<file path="config.mk">
export PLATFORM = sky130hd
export DESIGN_NAME = sweep_ctrl
export DESIGN_NICKNAME = d
export VERILOG_FILES = /design/src/rtl/sweep_ctrl.sv
export SDC_FILE = /design/constraint.sdc
export NUM_CORES = 1
export LEC_CHECK = 0
export ABC_AREA = 0
export BUFFER_PORTS_ARGS = -buffer_cell sky130_fd_sc_hd__buf_2
export CORE_MARGIN = 3
export CORE_UTILIZATION = 39
export CTS_CLUSTER_SIZE = 14
export DETAILED_ROUTE_END_ITERATION = 12
export GPL_TIMING_DRIVEN = 1
export PLACE_DENSITY = 0.68
export SYNTH_ARGS = -nofsm -noshare
export SYNTH_HDL_FRONTEND = slang
export SYNTH_SLANG_ARGS = --single-unit
</file>
<file path="constraint.sdc">
create_clock -name clk -period 7.4 [get_ports clk]
set_input_delay 2.22 -clock clk [delete_from_list [all_inputs] [get_ports clk]]
set_output_delay 2.22 -clock clk [all_outputs]
set_load 0.02 [all_outputs]
</file>
<file path="src/rtl/sweep_ctrl.sv">
// sweep_ctrl -- sequencer for an external CNT_W-bit up/down counter.
//
// Runs programmed sweeps between a low and a high bound, either as a ramp
// (lo..hi, then reload lo) or as a bounce (lo..hi..lo), for num_sweeps
// sweeps (0 = run until abort). The counter has no enable, so the counter
// is held by loading it with its own current value.
//
// Optional feature macro: SWEEP_PAUSE_EN adds a 'pause' input. While pause
// is high in UP or DOWN, the counter is held and the sequencer is frozen.
//
// Ports:
//   clk         rising-edge clock
//   reset       synchronous active-low reset
//   start       1-cycle pulse, begins a run from IDLE
//   abort       ends an active run (UP/DOWN) at the current count
//   pause       (SWEEP_PAUSE_EN only) freeze the run while high
//   lo, hi      sweep bounds, latched at start
//   bounce      1 = bounce mode, 0 = ramp mode, latched at start
//   num_sweeps  sweeps per run, 0 = unlimited, latched at start
//   counter_in  counter output fed back
//   cnt_reset   counter reset (active-high), follows ~reset combinationally
//   cnt_set     counter synchronous load
//   cnt_up      counter direction when not loading
//   cnt_value   counter load value
//   busy        high in LOAD/UP/DOWN
//   done        1-cycle pulse when a run ends
//   err         1-cycle pulse when a start is rejected (lo > hi)
//   sweep_cnt   completed sweeps in the current or last run (saturates at 15)
module sweep_ctrl #(
  parameter int CNT_W = 4
) (
  input  logic             clk,
  input  logic             reset,
  input  logic             start,
  input  logic             abort,
`ifdef SWEEP_PAUSE_EN
  input  logic             pause,
`endif
  input  logic [CNT_W-1:0] lo,
  input  logic [CNT_W-1:0] hi,
  input  logic             bounce,
  input  logic [3:0]       num_sweeps,
  input  logic [CNT_W-1:0] counter_in,
  output logic             cnt_reset,
  output logic             cnt_set,
  output logic             cnt_up,
  output logic [CNT_W-1:0] cnt_value,
  output logic             busy,
  output logic             done,
  output logic             err,
  output logic [3:0]       sweep_cnt
);

  typedef enum logic [2:0] {IDLE, LOAD, UP, DOWN, DONE} state_t;

  state_t           state;
  logic [CNT_W-1:0] lo_l;
  logic [CNT_W-1:0] hi_l;
  logic             bounce_l;
  logic [3:0]       num_l;

  logic             stall;
  logic             at_hi;
  logic             at_lo;
  logic             flat_sweep;
  logic [3:0]       sweep_inc;
  logic             more;

  function automatic logic [3:0] sat_inc(input logic [3:0] v);
    return (v == 4'hF) ? v : v + 4'd1;
  endfunction

`ifdef SWEEP_PAUSE_EN
  assign stall = pause;
`else
  assign stall = 1'b0;
`endif

  assign at_hi      = (counter_in == hi_l);
  assign at_lo      = (counter_in == lo_l);
  // A sweep ends at the top edge in ramp mode, and also in bounce mode
  // when the bounds coincide (there is no downward leg to run).
  assign flat_sweep = !bounce_l || (lo_l == hi_l);
  assign sweep_inc  = sat_inc(sweep_cnt);
  assign more       = (num_l == 4'd0) || (sweep_inc < num_l);

  assign cnt_reset  = ~reset;
  assign busy       = (state == LOAD) || (state == UP) || (state == DOWN);

  // Counter control: default is hold (reload the current count).
  always_comb begin
    cnt_set   = 1'b1;
    cnt_up    = 1'b0;
    cnt_value = counter_in;
    case (state)
      LOAD: cnt_value = lo_l;
      UP: begin
        if (!abort && !stall) begin
          if (!at_hi) begin
            cnt_set = 1'b0;
            cnt_up  = 1'b1;
          end else if (flat_sweep) begin
            if (more) cnt_value = lo_l;
          end else begin
            cnt_set = 1'b0;
          end
        end
      end
      DOWN: begin
        if (!abort && !stall) begin
          if (!at_lo) begin
            cnt_set = 1'b0;
          end else if (more) begin
            cnt_set = 1'b0;
            cnt_up  = 1'b1;
          end
        end
      end
      default: ;
    endcase
  end

  always_ff @(posedge clk) begin
    if (!reset) begin
      state     <= IDLE;
      sweep_cnt <= 4'd0;
      done      <= 1'b0;
      err       <= 1'b0;
    end else begin
      done <= 1'b0;
      err  <= 1'b0;
      case (state)
        IDLE: begin
          if (start) begin
            if (lo <= hi) begin
              lo_l      <= lo;
              hi_l      <= hi;
              bounce_l  <= bounce;
              num_l     <= num_sweeps;
              sweep_cnt <= 4'd0;
              state     <= LOAD;
            end else begin
              err <= 1'b1;
            end
          end
        end
        LOAD: state <= UP;
        UP: begin
          if (abort) begin
            state <= DONE;
            done  <= 1'b1;
          end else if (!stall && at_hi) begin
            if (flat_sweep) begin
              sweep_cnt <= sweep_inc;
              if (!more) begin
                state <= DONE;
                done  <= 1'b1;
              end
            end else begin
              state <= DOWN;
            end
          end
        end
        DOWN: begin
          if (abort) begin
            state <= DONE;
            done  <= 1'b1;
          end else if (!stall && at_lo) begin
            sweep_cnt <= sweep_inc;
            if (more) begin
              state <= UP;
            end else begin
              state <= DONE;
              done  <= 1'b1;
            end
          end
        end
        DONE: state <= IDLE;
        default: state <= IDLE;
      endcase
    end
  end

endmodule

</file>
Word-level counts from Yosys, hierarchy flattened
Cells that the tools add are included.
- register bits: 22
- input port bits: 21
- output and inout bits: 14
- logic and storage cells: 83
- add/subtract/negate cells: 1
- order comparisons: 2
- equality and inequality tests: 17
- mux-type cells: 42
- bitwise gates (word level): 1
- reduce and logical (&&, ||, !) cells: 12
- operators with widths (cell ; number):
    $mux 4 ; 12
    $mux 3 ; 9
    $mux 1 ; 15
    $ne 2x2->1 const B ; 7
    $eq 4x4->1 ; 3
    $pmux 3 s4 ; 1
    $pmux 4 s3 ; 1
    $pmux 4 s2 ; 1
    $reduce_and 8->1 ; 1
    $eq 3x2->1 const B ; 2
    $ne 3x3->1 const B ; 2
    $pmux 1 s2 ; 3
    $reduce_and 5->1 ; 1
    $add 4x1->4 const B ; 1
    $eq 4x4->1 const B ; 1
    $le 4x4->1 ; 1
    $logic_not 4->1 ; 1
    $logic_or 1x1->1 ; 4
    $lt 4x4->1 ; 1
    $ne 4x4->1 const B ; 1
    $reduce_and 4->1 ; 1
    $eq 3x1->1 const B ; 1
    $logic_not 3->1 ; 1
    $reduce_and 3->1 ; 1
    other kinds (3) ; 3

Longest topological paths before layout
- depth after elaboration: 9
- mapped depth: 10
- mapped depth without buffers: 10

Worst setup path before layout
Ideal clock, no wire load.
- kind: input to output
- start point: input port counter_in[2]
- end point: output port cnt_value[3]
- data arrival time: 3.315 ns
- required time: 5.180 ns
- slack: 1.865 ns
- stages on the path: 5
- path buffers: 0
- cell sequence: xnor2_1 > nand4_1 > nand3b_1 > o32a_1 > mux2_1
- longest elaborated chain between the ends: 4
- ends and longest elaborated chain (element ; RTL line ; text):
    start: declaration ; 43 ; input logic [CNT_W-1:0] counter_in,
    $eq 4x4->1 ; 79 ; assign at_hi = (counter_in == hi_l);
    $mux 4 ; 99 ; if (!at_hi) begin
    $mux 4 ; 98 ; if (!abort && !stall) begin
    $pmux 4 s2 ; 95 ; case (state)
    end: declaration ; 47 ; output logic [CNT_W-1:0] cnt_value,
No other way between the ends.

Worst setup path after layout
- start point: input port counter_in[0]
- end point: output port cnt_value[3]
Same word-level chain as after synthesis.

==> results <==
- After synthesis, flip-flops and latches occupy roughly two fifths of the total area.
- Buffers inserted to repair hold after CTS numbered 0.
- The number of antenna diodes in the final layout is 0.
- The number of buffers added on ports is 34.
- The detailed placement HPWL is 2445 µm.
- The signal on the critical path passes through buf_2 > xnor2_1 > nand4_1 > nand3b_1 > o32a_1 > mux2_1 > buf_2.
- The transition time of the tightest slew-check pin is around 1.1 ns.
- The die covers around 4500 µm².
- The number of antenna violations at the first check in global routing is 0.
- The largest individual stage delay along the critical path comes from the cell sky130_fd_sc_hd__mux2_1.
- Counting every net in the synthesized netlist gives ~170.
- The count of final setup violators is 0.
- For this run, the number of standard cells in the final layout without fillers is roughly 230.
- The cell sitting at the root of the clock tree is a sky130_fd_sc_hd__clkbuf_8.
- Leaving out fill and tap cells, the most frequent cell in the layout is sky130_fd_sc_hd__buf_2.
- In this run the deepest clock path goes through 2 buffers.
- The total number of yosys warnings is 0.
- The end-of-flow core utilization is approximately 49%.
- The residual DRC count is 0.
- Clock tree synthesis inserted a total of 3 buffers.
- Once the clock tree was built, the setup fixing pass inserted 0 buffers.
- After detailed routing, the average wire length per cell comes to ~13 µm.
- From left edge to right edge, the die measures approximately 67 µm.
- The critical path buffer and inverter count is 2.
- The beginning of the worst register-to-register path is sweep_cnt[0].
- Setup repair after global routing left no endpoint under its margin.
- Pin placement for this block handled 35 I/O pins.
- The flow ran to the end, and the final reports show no timing, DRC or antenna violations.
- Of the total power, combinational logic draws around 42%.
- For this run, global-route usage on met3 was measured as 2.361%.
- Synthesis produced a netlist whose cell count is approximately 150.
- The number of cells on the worst reg-to-reg path is 10.
- The clock transition at the registers of the reported paths is roughly 0.080 ns.
- The worst setup path is captured at an output pin.
- The worst setup slack after layout is 1.494 ns.
- The floorplan has 21 rows.
- The max-slew violation total from the final report is 0.
- The number of global-route vias before repair is approximately 1100.
- Of the total power, registers draw between 30% and 40%.
- The required arrival time at the worst endpoint is around 5.2 ns.
- Broken down by cell family, the worst path's largest delay share belongs to simple AND/OR/NAND/NOR gates.
- The clock insertion delay at the later pin of the skew report is roughly 0.26 ns.
- Wires add up to 2996 µm.
- The detailed router's first-iteration violation count is 53.
- The fraction of layout cells with a size suffix above 1 is 28.89%.
- Across all layers, the routed design uses approximately 1200 vias.
- The clock power share is between 10% and 20%.
- The power per unit of standard cell area is 248.0 nW/µm².
- Measured against its own limit, the worst slew margin works out to 25.95%.
- The critical path class is input pin to output pin.
- The clock arrives with between 0.002 and 0.003 ns of skew.
- The maximum ir drop on the vdd rail is between 0.0001 and 0.00015 V.
- The kind of path behind the tightest hold check is flop to flop.
- The number of clock sinks seen by CTS is 22.
- In this run switching power makes up 37.38% of total power.
- The overall track demand over capacity in global routing is 15.08%.
- Synthesis instantiated between 40 and 50 different standard cells from the library.
- The first global-routing pass estimated 5161 µm of wire.
- The first detailed-routing pass took 4 iterations.
- The number of max-cap violations is 0.
- The worst setup path startpoint is counter_in[0].
- The pin count of the biggest net entering global routing is 14.
- After detailed routing, the number of vias per cell comes to 5.190.
- In this run the worst path has a maximum fanout of 4.
- For this configuration, the core starts out at a cell density of about two fifths.
- The critical path data arrival time is ~3.7 ns.
- The met1 global-route usage is roughly 20%.
- In this run, post-CTS repair resized a total of 0 instances.
- The congestion estimate from routability-driven global placement came to between 0.8 and 0.9.
- The mapped netlist covers between 1000 and 1500 µm².
- From bottom edge to top edge, the die measures about 67 µm.
- The most congested layer reported by global routing is met2.
- The register bit count reported by yosys is 22.
- The core region is between 3000 and 4000 µm².
- The largest single stage delay on the critical path is approximately 0.33 ns.
- After global routing the overflow that remains totals 0.
- The endpoint identified for the worst register-to-register timing path is state[1].
- At the placement stage, the worst setup path has a slack of 1.507 ns.
- The internal power is roughly 0.26 mW.
- Adding up every negative setup slack in the final design gives 0 ns.
- The synthesized area per cell is around 9.9 µm².
- Leaving out fill and tap cells, the most frequent cells in the layout are sky130_fd_sc_hd__buf_2 (34), sky130_fd_sc_hd__edfxtp_1 (13), sky130_fd_sc_hd__inv_1 (12), sky130_fd_sc_hd__nor2_1 (12), sky130_fd_sc_hd__dfxtp_1 (9).
- The type of origin of the critical path is an input pin.
- The met2 demand-to-capacity share in global routing is roughly 25%.
- The total design power is around 0.42 mW.
- The highest attainable clock frequency is about 170 MHz.
- The total stage count of the critical path is 7.
- The cell occurring most often along the worst timing path is sky130_fd_sc_hd__buf_2.
- The final layout contains 210 nets.
- The H-tree depth reported by CTS is 1.
- The reg2reg setup slack is between 4 and 5 ns.
- The number of hold violations in the final report is 0.
- Counting the fill cells in the layout gives roughly 330.
- In this run the worst setup path terminates at cnt_value[3].
- For this design the total switching power over the nets is 0.1560 mW.
- The area growth from synthesis to layout is 16.85%.
- The final critical path time including I/O delays and setup is between 5 and 6 ns.
- In this run, placement finished with an instance count of roughly 220.
- The final period utilization is 79.82%.
- The analysis attributes to cell leakage a power of 0.7177 nW.
- Once detail routing completed, the nets flagged for antenna violations numbered 0.
- TritonCTS built the clock tree.
synthesized netlist by cell type (all sizes together):
library cell / count / share of area, %
mux2i: 3 / 2.1
and2: 2 / 0.96
nand3b: 1 / 0.52
mux2: 6 / 4.7
o41ai: 1 / 1.1
nor2b: 2 / 0.87
nor2: 12 / 3.1
or4: 1 / 0.52
and3: 5 / 2.3
a21oi: 6 / 2.3
nand2b: 3 / 1.5
nand2: 8 / 2.1
o32a: 1 / 0.70
ha: 8 / 7.0
a311oi: 1 / 0.61
nand3: 8 / 2.8
a21boi: 1 / 0.52
inv: 12 / 3.1
buf: 3 / 2.1
nor3: 6 / 2.1
nand4: 2 / 0.87
o21ai: 5 / 1.7
or3: 2 / 1.2
o211ai: 1 / 0.52
dfxtp: 9 / 13
o31a: 1 / 0.61
o311ai: 1 / 0.61
or2b: 1 / 0.52
xor2: 8 / 4.9
o21a: 2 / 1.0
edfxtp: 13 / 27
nor4: 3 / 2.8
a31oi: 1 / 0.43
o21ba: 1 / 1.1
nor4b: 1 / 0.61
xnor2: 4 / 2.4
final cells by class:
cell class / instances / area (µm²) / share of cell area [%]
well taps: 46 / 57.56 / 3.420
repair buffers: 34 / 170.2 / 10.11
clock inverters: 1 / 3.754 / 0.2230
multi-input cells: 108 / 794.5 / 47.21
flip-flops and latches: 22 / 570.5 / 33.90
inverters: 12 / 45.04 / 2.677
clock buffers: 3 / 41.29 / 2.454
worst min-delay path: cells and delay by family (launching register included):
family	cells	cell delay [ns]
muxes	1	0.05
and+or+nand+nor	1	0.06
DFF	1	0.33
registers in the layout (all words and copies together) (netlist names):
register and count:
hi_l 4, num_l 4, sweep_cnt 4, state 3
lo_l 4, done 1, bounce_l 1, err 1
power groups by stage:
| stage | Clock, mW | Combinational [mW] | Sequential (mW) |
|---|---|---|---|
| 5_1_grt | 0.0822 | 0.194 | 0.169 |
| 3_5_place_dp | 0 | 0.176 | 0.168 |
| 2_1_floorplan | 0 | 0.149 | 0.159 |
| 4_1_cts | 0.0779 | 0.177 | 0.165 |
| 6_report | 0.0757 | 0.177 | 0.165 |
| 3_3_place_gp | 0 | 0.170 | 0.168 |
metrics by stage:
step,hold slack [ns],cell area [µm²]
2_1_floorplan,0.5497,1440
3_3_place_gp,0.4677,1638
3_5_place_dp,0.4777,1638
4_1_cts,0.4901,1683
5_1_grt,0.5272,1683
6_report,0.4837,1683
worst min path at each step:
stage / depth (start not counted) / slack (ns) / end / start
2_1_floorplan: 2 / 0.55 / sweep_cnt[3] / sweep_cnt[3]
3_3_place_gp: 2 / 0.47 / sweep_cnt[3] / sweep_cnt[3]
3_5_place_dp: 2 / 0.48 / sweep_cnt[3] / sweep_cnt[3]
4_1_cts: 2 / 0.49 / sweep_cnt[3] / sweep_cnt[3]
5_1_grt: 2 / 0.53 / sweep_cnt[3] / sweep_cnt[3]
6_report: 2 / 0.48 / sweep_cnt[3] / sweep_cnt[3]
per-layer routing:
layer / share of wire, % / wire length [µm]
met4: 1.4 / 42
met3: 6.0 / 180
met1: 46 / 1366
met2: 47 / 1406
met5: 0 / 0
cell families after synthesis:
logic type	Yosys count	synth area share (%)
adder cells (fa/ha/maj)	8	6.951
AO/OA/AOI/OAI	22	11.38
flip-flops	22	39.62
buffers and inverters	15	5.213
XOR/XNOR	12	7.298
AND/OR/NAND/NOR	57	22.76
multiplexers	9	6.776
(Power assumes the default switching activity.)
